## config.mk

```make
export PLATFORM = sky130hd
export DESIGN_NAME = snoop_coherence_array_flat
export DESIGN_NICKNAME = d
export VERILOG_FILES = /design/src/rtl/snoop_coherence_array_if.sv /design/src/rtl/snoop_coherence_array.sv /design/src/flat_wrapper.sv
export SDC_FILE = /design/constraint.sdc
export NUM_CORES = 1
export LEC_CHECK = 0
export BUFFER_PORTS_ARGS = -buffer_cell sky130_fd_sc_hd__buf_2
export CORE_MARGIN = 1
export CORE_UTILIZATION = 52
export CTS_CLUSTER_DIAMETER = 120
export DETAILED_ROUTE_END_ITERATION = 8
export PLACE_DENSITY = 0.78
export RECOVER_POWER = 50
export SYNTH_ARGS = -nofsm -noshare
export SYNTH_HDL_FRONTEND = slang
export SYNTH_SLANG_ARGS = --single-unit
export TNS_END_PERCENT = 20
```

## constraint.sdc

```tcl
create_clock -name clock -period 2.65 [get_ports clock]
set_input_delay 0 -clock clock [delete_from_list [all_inputs] [get_ports clock]]
set_output_delay 0 -clock clock [all_outputs]
set_load 0.01 [all_outputs]
```

## src/rtl/snoop_coherence_array_if.sv

```systemverilog
// Handshake and bus bundle for snoop_coherence_array.
// master = CPU/bus/memory side, slave = the coherence array.
interface snoop_coherence_array_if #(
  parameter int IDX_W = 4
);
  localparam int NUM_LINES = 2 ** IDX_W;

  logic                   init_valid;
  logic [IDX_W-1:0]       init_idx;
  logic [1:0]             init_state;
  logic                   snp_valid;
  logic                   snp_ready;
  logic [2:0]             snp_op;
  logic [IDX_W-1:0]       snp_idx;
  logic                   writeback_block;
  logic                   abort_mem_accs;
  logic [IDX_W-1:0]       wb_idx;
  logic                   wb_ack;
  logic                   cpu_valid;
  logic                   cpu_ready;
  logic                   cpu_write;
  logic [IDX_W-1:0]       cpu_idx;
  logic                   bus_req_valid;
  logic [2:0]             bus_req_op;
  logic [IDX_W-1:0]       bus_req_idx;
  logic [2*NUM_LINES-1:0] line_state;

  modport master (
    output init_valid, init_idx, init_state,
    output snp_valid, snp_op, snp_idx, wb_ack,
    output cpu_valid, cpu_write, cpu_idx,
    input  snp_ready, writeback_block,
    input  abort_mem_accs, wb_idx,
    input  cpu_ready, bus_req_valid,
    input  bus_req_op, bus_req_idx, line_state
  );

  modport slave (
    input  init_valid, init_idx, init_state,
    input  snp_valid, snp_op, snp_idx, wb_ack,
    input  cpu_valid, cpu_write, cpu_idx,
    output snp_ready, writeback_block,
    output abort_mem_accs, wb_idx,
    output cpu_ready, bus_req_valid,
    output bus_req_op, bus_req_idx, line_state
  );
endinterface

```

## src/rtl/snoop_coherence_array.sv

```systemverilog
// Multi-line MSI-style snoop coherence array.
// Optional COH_PROTO_ERR_EN adds a sticky proto_err output.
module snoop_coherence_array #(
  parameter int IDX_W = 4
) (
  input  logic clock,
  input  logic reset,
`ifdef COH_PROTO_ERR_EN
  output logic proto_err,
`endif
  snoop_coherence_array_if.slave bus
);
  localparam int NUM_LINES = 2 ** IDX_W;

  typedef enum logic {IDLE, WRITEBACK} fsm_t;

  fsm_t             fsm;
  logic [1:0]       lines    [NUM_LINES];
  logic [1:0]       lines_nx [NUM_LINES];
  logic             snp_acc;
  logic             cpu_acc;
  logic             snp_op_ok;
  logic [1:0]       snp_cur;
  logic [1:0]       cpu_cur;
  logic             wb_go;
  logic             bus_go;
  logic [2:0]       bus_op_nx;
  logic             wb_flag;
  logic             abort_flag;
  logic [IDX_W-1:0] wb_idx_q;
  logic             bus_v_q;
  logic [2:0]       bus_op_q;
  logic [IDX_W-1:0] bus_idx_q;
`ifdef COH_PROTO_ERR_EN
  logic             perr_nx;
  logic             perr_q;
`endif

  assign bus.snp_ready = (fsm == IDLE) && !bus.init_valid;
  assign bus.cpu_ready = (fsm == IDLE) && !bus.init_valid &&
    !(bus.snp_valid && (bus.snp_idx == bus.cpu_idx));

  assign snp_acc   = bus.snp_valid && bus.snp_ready;
  assign cpu_acc   = bus.cpu_valid && bus.cpu_ready;
  assign snp_op_ok = (bus.snp_op == 3'b001) ||
                     (bus.snp_op == 3'b010) ||
                     (bus.snp_op == 3'b011);
  assign snp_cur   = lines[bus.snp_idx];
  assign cpu_cur   = lines[bus.cpu_idx];

  assign bus.writeback_block = wb_flag;
  assign bus.abort_mem_accs  = abort_flag;
  assign bus.wb_idx          = wb_idx_q;
  assign bus.bus_req_valid   = bus_v_q;
  assign bus.bus_req_op      = bus_op_q;
  assign bus.bus_req_idx     = bus_idx_q;
`ifdef COH_PROTO_ERR_EN
  assign proto_err = perr_q;
`endif

  // Next line states from preload, snoop and CPU requests.
  always_comb begin
    lines_nx  = lines;
    wb_go     = 1'b0;
    bus_go    = 1'b0;
    bus_op_nx = 3'b000;
`ifdef COH_PROTO_ERR_EN
    perr_nx   = 1'b0;
`endif
    if (bus.init_valid)
      lines_nx[bus.init_idx] = bus.init_state;
    if (snp_acc && snp_op_ok) begin
      unique case (snp_cur)
        2'b01: begin
          if (bus.snp_op != 3'b001)
            lines_nx[bus.snp_idx] = 2'b00;
        end
        2'b10: begin
          unique case (1'b1)
            bus.snp_op == 3'b001: begin
              lines_nx[bus.snp_idx] = 2'b01;
              wb_go = 1'b1;
            end
            bus.snp_op == 3'b010: begin
              lines_nx[bus.snp_idx] = 2'b00;
              wb_go = 1'b1;
            end
            default: begin
`ifdef COH_PROTO_ERR_EN
              perr_nx = 1'b1;
`endif
            end
          endcase
        end
        2'b11: begin
`ifdef COH_PROTO_ERR_EN
          lines_nx[bus.snp_idx] = 2'b00;
          perr_nx = 1'b1;
`endif
        end
        default: ;
      endcase
    end
    if (cpu_acc) begin
      unique case (cpu_cur)
        2'b01: begin
          if (bus.cpu_write) begin
            lines_nx[bus.cpu_idx] = 2'b10;
            bus_go    = 1'b1;
            bus_op_nx = 3'b011;
          end
        end
        2'b10: ;
`ifdef COH_PROTO_ERR_EN
        2'b11: begin
          lines_nx[bus.cpu_idx] = 2'b00;
          perr_nx = 1'b1;
        end
`endif
        default: begin
          bus_go = 1'b1;
          if (bus.cpu_write) begin
            lines_nx[bus.cpu_idx] = 2'b10;
            bus_op_nx = 3'b010;
          end else begin
            lines_nx[bus.cpu_idx] = 2'b01;
            bus_op_nx = 3'b001;
          end
        end
      endcase
    end
  end

  // Line state storage.
  always_ff @(posedge clock or posedge reset) begin
    if (reset) begin
      for (int i = 0; i < NUM_LINES; i++)
        lines[i] <= 2'b00;
    end else begin
      lines <= lines_nx;
    end
  end

  // Flat view of all line states.
  always_comb begin
    bus.line_state = '0;
    for (int i = 0; i < NUM_LINES; i++)
      bus.line_state[2*i +: 2] = lines[i];
  end

  // Snoop FSM with registered writeback/abort outputs.
  always_ff @(posedge clock or posedge reset) begin
    if (reset) begin
      fsm        <= IDLE;
      wb_flag    <= 1'b0;
      abort_flag <= 1'b0;
      wb_idx_q   <= '0;
    end else begin
      unique case (fsm)
        IDLE: begin
          if (wb_go) begin
            fsm        <= WRITEBACK;
            wb_flag    <= 1'b1;
            abort_flag <= 1'b1;
            wb_idx_q   <= bus.snp_idx;
          end
        end
        WRITEBACK: begin
          if (bus.wb_ack) begin
            fsm        <= IDLE;
            wb_flag    <= 1'b0;
            abort_flag <= 1'b0;
          end
        end
        default: fsm <= IDLE;
      endcase
    end
  end

  // One-cycle bus transaction pulse for CPU misses.
  always_ff @(posedge clock or posedge reset) begin
    if (reset) begin
      bus_v_q   <= 1'b0;
      bus_op_q  <= 3'b000;
      bus_idx_q <= '0;
    end else begin
      bus_v_q   <= bus_go;
      bus_op_q  <= bus_go ? bus_op_nx : 3'b000;
      bus_idx_q <= bus_go ? bus.cpu_idx : '0;
    end
  end

`ifdef COH_PROTO_ERR_EN
  // Sticky protocol error flag.
  always_ff @(posedge clock or posedge reset) begin
    if (reset)
      perr_q <= 1'b0;
    else if (perr_nx)
      perr_q <= 1'b1;
  end
`endif
endmodule

```

## src/flat_wrapper.sv

```systemverilog
// flat-port wrapper written by rule: the top's interface ports become plain ports
module snoop_coherence_array_flat 
#(
  parameter int IDX_W = 4
)
  (clock, reset, bus_init_valid, bus_init_idx, bus_init_state, bus_snp_valid, bus_snp_op, bus_snp_idx, bus_wb_ack, bus_cpu_valid, bus_cpu_write, bus_cpu_idx, bus_snp_ready, bus_writeback_block, bus_abort_mem_accs, bus_wb_idx, bus_cpu_ready, bus_bus_req_valid, bus_bus_req_op, bus_bus_req_idx, bus_line_state);
  snoop_coherence_array_if #(.IDX_W(IDX_W)) bus_i ();
  input  logic clock;
  input  logic reset;
  input wire logic [$bits(bus_i.init_valid)-1:0] bus_init_valid;
  input wire logic [$bits(bus_i.init_idx)-1:0] bus_init_idx;
  input wire logic [$bits(bus_i.init_state)-1:0] bus_init_state;
  input wire logic [$bits(bus_i.snp_valid)-1:0] bus_snp_valid;
  input wire logic [$bits(bus_i.snp_op)-1:0] bus_snp_op;
  input wire logic [$bits(bus_i.snp_idx)-1:0] bus_snp_idx;
  input wire logic [$bits(bus_i.wb_ack)-1:0] bus_wb_ack;
  input wire logic [$bits(bus_i.cpu_valid)-1:0] bus_cpu_valid;
  input wire logic [$bits(bus_i.cpu_write)-1:0] bus_cpu_write;
  input wire logic [$bits(bus_i.cpu_idx)-1:0] bus_cpu_idx;
  output wire logic [$bits(bus_i.snp_ready)-1:0] bus_snp_ready;
  output wire logic [$bits(bus_i.writeback_block)-1:0] bus_writeback_block;
  output wire logic [$bits(bus_i.abort_mem_accs)-1:0] bus_abort_mem_accs;
  output wire logic [$bits(bus_i.wb_idx)-1:0] bus_wb_idx;
  output wire logic [$bits(bus_i.cpu_ready)-1:0] bus_cpu_ready;
  output wire logic [$bits(bus_i.bus_req_valid)-1:0] bus_bus_req_valid;
  output wire logic [$bits(bus_i.bus_req_op)-1:0] bus_bus_req_op;
  output wire logic [$bits(bus_i.bus_req_idx)-1:0] bus_bus_req_idx;
  output wire logic [$bits(bus_i.line_state)-1:0] bus_line_state;
  assign bus_i.init_valid = bus_init_valid;
  assign bus_i.init_idx = bus_init_idx;
  assign bus_i.init_state = bus_init_state;
  assign bus_i.snp_valid = bus_snp_valid;
  assign bus_i.snp_op = bus_snp_op;
  assign bus_i.snp_idx = bus_snp_idx;
  assign bus_i.wb_ack = bus_wb_ack;
  assign bus_i.cpu_valid = bus_cpu_valid;
  assign bus_i.cpu_write = bus_cpu_write;
  assign bus_i.cpu_idx = bus_cpu_idx;
  assign bus_snp_ready = bus_i.snp_ready;
  assign bus_writeback_block = bus_i.writeback_block;
  assign bus_abort_mem_accs = bus_i.abort_mem_accs;
  assign bus_wb_idx = bus_i.wb_idx;
  assign bus_cpu_ready = bus_i.cpu_ready;
  assign bus_bus_req_valid = bus_i.bus_req_valid;
  assign bus_bus_req_op = bus_i.bus_req_op;
  assign bus_bus_req_idx = bus_i.bus_req_idx;
  assign bus_line_state = bus_i.line_state;
  snoop_coherence_array #(.IDX_W(IDX_W)) u_core (.clock(clock), .reset(reset), .bus(bus_i));
endmodule
```

==> results of run 1 <==
==> registers in the layout, summed over array words and instances (netlist names) <==
name                        flops
u_core.bus.line_state          32
u_core.bus.bus_req_op           2
u_core.fsm                      1
u_core.bus.writeback_block      1
u_core.bus.bus_req_valid        1
u_core.bus.bus_req_idx          4
u_core.bus.wb_idx               4
==> final cells by class <==
| type | count | area [um2] | share of cell area |
|---|---|---|---|
| multi-input cells | 337 | 2800 | 0.537 |
| flip-flops and latches | 45 | 1130 | 0.216 |
| repair buffers | 159 | 1040 | 0.200 |
| well taps | 99 | 124 | 0.0238 |
| clock buffers | 5 | 68.8 | 0.0132 |
| inverters | 8 | 30.0 | 0.00577 |
| clock inverters | 3 | 21.3 | 0.00408 |
==> Yosys cell counts (3+ instances only) <==
library cell  instances
nand2_1              25
inv_1                 8
nor3b_1               3
nand4_1               4
xnor2_1               5
o32ai_1              10
o211a_1               3
a32oi_1               6
o32a_1                9
nand3_1              14
mux2i_1              23
o22a_1               11
and3_1               15
clkbuf_1             21
and2_1                8
buf_4                 3
nand2b_1              3
mux4_2               20
o22ai_1              10
ha_1                  4
buf_6                 3
nor2b_1               7
dfrtp_1              45
nor3_1               16
mux2_2                4
a21oi_1              24
o31ai_1              16
o21ai_0              30
nor2_1               25
o311a_1               5
or4bb_1               4
nand4b_1              4
buf_2                15
==> critical path, stage by stage, from the launching register on <==
cell and delay (ns):
dfrtp_1 0.43, buf_6 0.14, mux4_2 0.50, mux4_2 0.52
inv_2 0.08, ha_4 0.16, nor2_4 0.05, nor2_4 0.14
nand2_2 0.15, o32a_1 0.40, nor3_2 0.19
==> cells in the final DEF, fill, tap and decap left out, types with 5 or more instances in the layout <==
master and count:
nand2_2 6, o31ai_1 16, o32ai_1 7, a21oi_1 23, mux2i_1 23, o32a_1 9, clkbuf_8 5, buf_4 62
and3_1 9, and2_1 8, nand2_1 19, dfrtp_1 45, o311a_1 5, xnor2_1 5, buf_6 10, buf_2 41
clkbuf_1 38, nand3_1 14, nor3_1 14, o21ai_0 30, o22ai_1 7, o22a_1 11, mux4_2 20, nor2b_1 7
nor2_1 20
==> final timing paths <==
| check | depth (start not counted) | end | start |
|---|---|---|---|
| worst max-delay path | 10 | u_core.bus.line_state[23] | u_core.bus.line_state[13] |
| worst min-delay path | 2 | u_core.bus.bus_req_idx[2] | bus_cpu_idx[2] |
| worst max register to register | 10 | u_core.bus.line_state[23] | u_core.bus.line_state[13] |
| worst min register to register | 2 | u_core.bus.writeback_block | u_core.bus.writeback_block |
| max in group asynchronous | 3 | u_core.bus.line_state[25] | reset |
| min in group asynchronous | 3 | u_core.bus.bus_req_idx[0] | reset |
==> power by group through the flow <==
| stage | sequential, mW | combinational [mW] | clock, mW |
|---|---|---|---|
| 2_1_floorplan | 1.24 | 1.39 | 0 |
| 3_3_place_gp | 1.14 | 2.68 | 0 |
| 3_5_place_dp | 1.14 | 2.73 | 0 |
| 4_1_cts | 1.12 | 2.79 | 0.469 |
| 5_1_grt | 1.16 | 3.50 | 0.490 |
| 6_report | 1.14 | 3.32 | 0.471 |
==> metrics by stage <==
step	instance area, um2	setup TNS (ns)	total power [mW]	hold slack, ns
after global placement	4820	-3.77	3.82	0.194
final	5210	-3.79	4.92	0.0516
after detailed placement	4820	-4.64	3.87	0.236
after CTS	4960	-3.58	4.38	0.0462
after floorplan	4010	-0.578	2.63	0.0964
after global routing	5210	-4.93	5.15	0.0498
==> per-layer routing <==
layer	global-route usage	vias to the layer above	wire length [um]
met5	0	-	0
met4	0.212	0	1020
met3	0.0942	114	2090
met2	0.702	446	7780
met1	0.582	2304	6260
li1	-	1937	-
==> logic make-up (layout without fill, tap and decap cells) <==
group,count (synthesis),after routing,share of synthesized area
AOI/OAI and AO/OA,129,129,0.226
xor gates and xnor gates,5,5,0.0110
adders and majority gates,4,4,0.0126
buffers and inverters,51,175,0.0615
DFF,45,45,0.284
muxes,47,47,0.183
other,1,1,0.000945
and+or+nand+nor,151,151,0.222
==> what timing repair did <==
item	in CTS	in global routing
pin swaps	1	12
setup endpoints to repair	34	37
hold buffers	2	0
endpoints found under the hold margin	47	0
resized for setup	9	52
cloned	0	2
setup buffers	1	11
==> summary.txt, run 1 <==
Outcome
  – Status: finished, violations left
  – Failing checks: negative setup slack

Logic synthesis
  – Top cell type's share of synthesized area: 0.284
  – Post-Syn Area: 3970 um2
  – Yosys cell types: 55
  – Ys Warns: 0
  – EDFF count, synth: 0
  – Mapped Cells: ~430
  – Ys async rst share: 1.00
  – Register area share after synthesis: 0.284
  – Top cell type by total area after synthesis: dfrtp_1
  – Ys flop type: dfrtp_1
  – #FFs+latches synth: between 40 and 50
  – Syn nets: around 460
  – Largest cells by area after synthesis: dfrtp_1 (28%), mux4_2 (11%), mux2i_1 (5.8%), o21ai_0 (3.8%), a21oi_1 (3.0%)
  – Avg Cell Area, Syn: about 9.2 um2

Worst setup path
  – Crit Path Category: reg2reg
  – Worst Path Arrival: 3.07 ns
  – Startpoint types: register
  – Worst Path Max Fanout: 4
  – Flop-to-flop setup slack: -0.19 ns
  – CP Capture Type: register
  – Critical Path RT: roughly 2.9 ns

Timing
  – Fin crit share: 1.07
  – Unrepaired setup endpoints after global routing: true
  – F_max: roughly 350 MHz
  – Final Max Slew Viols: 0
  – Skew final: ~0.0053 ns
  – Fin. Hold Viols: 0
  – Final Setup Violations: 32
  – Min Tclk post-route: 2.84 ns
  – Worst slew pin tran: slightly above 1 ns
  – Worst slew margin: 0.325
  – Setup ws final: -0.190 ns

Finish
  – Share of post-route cells with drive strength above 1: 0.361
  – Final Non-Filler Cells: between 600 and 700
  – Fillers: 594
  – Antenna Cells: 0
  – Layout Utilization: 0.711
  – Layout area overhead: 31.2%
  – Final nets: slightly below 600

Pwr
  – Pwr Density: between 900 and 1000 nW/um2
  – Cell-internal power: approximately 2.8 mW
  – Sequential cell fraction of total power: 0.231
  – Sw Ratio: 0.441
  – NetSw: ~2.2 mW
  – Comb power frac: 0.674
  – Leakage power: 2.15 nW
  – Peak VDD IR: around 0.0005 V
  – Clk pwr share: 0.096

CTS
  – CTS tree: done
  – Clock latency on the worst-skew pair: slightly above 0.3 ns
  – Clock transition at the registers of the reported paths: approximately 0.10 ns
  – CTS sink count: 45
  – CTS Buf Count: 5
  – CTS Root Cell: clkbuf_8
  – H-tree depth: 2
  – CTS Buffer Depth: 2

Flow run
  – Max Cap Viol: 0

Floorplan
  – Ports: 72
  – Core Area: approximately 7300 um2
  – Site Rows: 31
  – Die Y: roughly 89 um
  – Initial Util: 0.542
  – Full die area: 7990 um2
  – Die width: about 89 um

Placement
  – Post-DP HPWL: about 12 mm
  – Worst Setup Slack post-DPL: -0.218 ns
  – GP Congestion: around 1.0
  – IO Port Bufs: 70
  – Cell total after placement: between 600 and 700

Route
  – Vias: 4801
  – Iter 0 DRT Violations: 779
  – Antenna-violating nets left: 0
  – Avg WL per Cell: roughly 26 um
  – DR pass1 iterations: 6
  – DRC viols: 0
  – Final WL: approximately 17 mm
  – Routed vias/inst: 7.32

Global route
  – Number of global-route vias before repair: around 4400
  – First-pass GRT wire length: between 20 and 30 mm
  – Tot GR Track Use: 0.444
  – Initial antenna violation count: 1
  – Largest net degree at the start of global routing: between 40 and 50
  – Remaining Overflow, GRT: 0

Worst hold path
  – Hold Crit Class: in2reg
(Power assumes the default switching activity.)
==> inputs of run 2 (changes only) <==
--- a/config.mk
+++ b/config.mk
@@ -10,6 +10,7 @@
 export CORE_UTILIZATION = 52
 export CTS_CLUSTER_DIAMETER = 120
 export DETAILED_ROUTE_END_ITERATION = 8
+export MAX_ROUTING_LAYER = met4
 export PLACE_DENSITY = 0.78
 export RECOVER_POWER = 50
 export SYNTH_ARGS = -nofsm -noshare
==> run 2 against run 1 <==
The flow finishes with violations (max-capacitance violations, max-slew violations, negative setup slack). Wire length shrank 6.1%. Non-clock buffer count fell by 4. Final area is 0.67% lower. Global-route usage shrank 1.0 points. Setup slack lost 0.012 ns. Clock skew about the same. Largest power group unchanged.
==> summary.txt, run 2 (synthesis results as in run 1) <==
Outcome
  – Failing checks: max-capacitance violations, max-slew violations, negative setup slack
  – Status: finished, violations left

Global route
  – Initial antenna violation count: 0 (-1)
  – Remaining Overflow, GRT: 0 (unchanged)
  – Number of global-route vias before repair: 4378 (+0.37%)
  – Tot GR Track Use: 0.434 (-0.0102)
  – First-pass GRT wire length: 24.3 mm (-3.7%)
  – Largest net degree at the start of global routing: 46 (unchanged)

Route
  – Routed vias/inst: 7.01 (-4.2%)
  – DRC viols: 0 (unchanged)
  – DR pass1 iterations: 8 (+2)
  – Iter 0 DRT Violations: 497 (-36%)
  – Final WL: 16.1 mm (-6.1%)
  – Antenna-violating nets left: 0 (unchanged)
  – Vias: 4570 (-4.8%)
  – Avg WL per Cell: 24.7 um (-5.5%)

Finish
  – Antenna Cells: 0 (unchanged)
  – Layout area overhead: 30.3%
  – Final nets: 580 (-0.68%)
  – Commonest non-fill, non-tap cell in the layout: buf_4
  – Max reg flops: 32 (unchanged)
  – Most frequent cells in the layout: buf_4 (54), dfrtp_1 (45), buf_2 (44), o21ai_0 (30), clkbuf_1 (30)
  – Fillers: 610 (+2.7%)
  – Share of post-route cells with drive strength above 1: 0.371 (+0.00984)

Placement
  – GP Congestion: 1.04 (+1.4%)
  – IO Port Bufs: 70 (unchanged)
  – Post-DP HPWL: 11.9 mm (-2.9%)

Worst setup path
  – CP Capture Type: register
  – Crit-path slowest cell: mux4_2
  – Startpoint types: register
  – Crit Path Category: reg2reg
  – Critical Path RT: 2.85 ns (-0.03 ns)
  – Max incr delay on CP: 0.53 ns (about the same)
  – Worst Path Max Fanout: 8 (+4)
  – Delay-heaviest family, CP: multiplexers
  – CP cell instances: buf_6 > mux4_2 > mux4_2 > inv_2 > ha_4 > or4_4 > nand2b_4 > o311a_1
  – Worst Path Arrival: 3.05 ns (-0.02 ns)
  – CP most frequent cell: mux4_2
  – CP bufs+invs: 2 (unchanged)

Floorplan
  – Die width: 89.4 um (unchanged)
  – Ports: 72 (unchanged)
  – Site Rows: 31 (unchanged)
  – Full die area: 7990 um2 (unchanged)
  – Initial Util: 0.542 (unchanged)
  – Core Area: 7330 um2 (unchanged)
  – Die Y: 89.4 um (unchanged)

Timing
  – F_max: 351 MHz (-0.42%)
  – Setup tns final: -3.99 ns (-0.197 ns)
  – Unrepaired setup endpoints after global routing: true
  – Worst slew pin tran: 1.88 ns (+0.864 ns)
  – Fin crit share: 1.08 (+0.00455)
  – Fin. Hold Viols: 0 (unchanged)
  – Final Max Slew Viols: 46 (+46)
  – Skew final: 0.00520 ns (-0.000131 ns)
  – Setup ws final: -0.202 ns (-0.0120 ns)
  – Final Setup Violations: 32 (unchanged)
  – Min Tclk post-route: 2.85 ns (+0.0120 ns)
  – Worst slew margin: -0.252 (-0.576)
  – Hold Worst Slack: 0.0542 ns (+0.00262 ns)

Pwr
  – Design Power: 4.64 mW (-5.7%)
  – Leakage power: 2.13 nW (-0.86%)
  – Peak VDD IR: 0.000581 V (+19%)
  – Pwr Density: 898 nW/um2 (-5.0%)

CTS
  – CTS Root Cell: clkbuf_8
  – CTS Buffer Depth: 2 (unchanged)
  – Clock latency on the worst-skew pair: 0.31 ns (about the same)
  – Clock transition at the registers of the reported paths: 0.10 ns (about the same)
  – H-tree depth: 2 (unchanged)
  – CTS tree: done
  – CTS Buf Count: 5 (unchanged)
  – CTS sink count: 45 (unchanged)

Flow run
  – Max Cap Viol: 1 (+1)

Worst hold path
  – Hold Crit Class: in2reg
[run 2: cell count changes in the layout (fill, tap and decap cells not counted), sizes merged]
cell      previous run  this run
clkbuf              46        50
clkinvlp             1         0
clkinv               1         3
buf                116       108
inv                  9         8
[run 2: layer usage]
| metal | part of all wire | track usage | wire length [um] | vias to the layer above |
|---|---|---|---|---|
| met4 | 0.062 | 0.231 | 997 | 0 |
| met2 | 0.46 | 0.670 | 7390 | 349 |
| li1 | - | - | - | 1938 |
| met5 | 0 | - | 0 | - |
| met1 | 0.38 | 0.539 | 6060 | 2179 |
| met3 | 0.10 | 0.0822 | 1660 | 104 |
[run 2: worst reg2reg max path, stage by stage, from the launching register on]
cell and delay, ns:
dfrtp_1 0.43, buf_6 0.13, mux4_2 0.51, mux4_2 0.53, inv_2 0.09, ha_4 0.21
or4_4 0.47, nand2b_4 0.22, o311a_1 0.15
[run 2: power breakdown]
group	leakage (nW)	switching, mW	internal, mW
registers	0.601	0.241	0.931
logic	1.48	1.53	1.49
clock network	0.0481	0.268	0.188
total	2.13	2.04	2.61
[run 2: per-stage QoR]
stage | instance area (um2) | setup WS [ns] | cells | utilization
finish | 5170 | -0.202 | 652 | 0.706
global route | 5170 | -0.235 | 652 | 0.706
CTS | 5150 | -0.182 | 652 | 0.702
detailed placement | 4860 | -0.311 | 638 | 0.663
global placement | 4860 | -0.274 | 638 | 0.663
floorplan | 4010 | -0.0704 | 433 | -
[run 2: cell type report]
| class | instances | area [um2] | share of cell area |
|---|---|---|---|
| repair buffers | 155 | 992 | 0.192 |
| inverters | 8 | 30.0 | 0.00580 |
| clock inverters | 3 | 22.5 | 0.00435 |
| flip-flops and latches | 45 | 1130 | 0.218 |
| clock buffers | 5 | 68.8 | 0.0133 |
| well taps | 99 | 124 | 0.0239 |
| multi-input cells | 337 | 2810 | 0.543 |
[run 2: repair_timing]
item | 4_1_cts | 5_1_grt
resized for setup | 32 | 17
endpoints found under the hold margin | 47 | 0
setup buffers | 4 | 0
pin swaps | 7 | 8
hold buffers | 2 | 0
endpoints found under the setup margin | 37 | 37
[run 2: worst paths after layout]
| check | startpoint | end | slack [ns] | cells after the start |
|---|---|---|---|---|
| max | u_core.bus.line_state[7] | u_core.bus.line_state[9] | -0.20 | 8 |
| min | bus_cpu_idx[2] | u_core.bus.bus_req_idx[2] | 0.05 | 2 |
| max reg2reg | u_core.bus.line_state[7] | u_core.bus.line_state[9] | -0.20 | 8 |
| min reg2reg | u_core.bus.wb_idx[0] | u_core.bus.wb_idx[0] | 0.52 | 1 |
| max in group asynchronous | reset | u_core.bus.line_state[31] | 0.73 | 3 |
| min in group asynchronous | reset | u_core.bus.bus_req_valid | 0.83 | 3 |
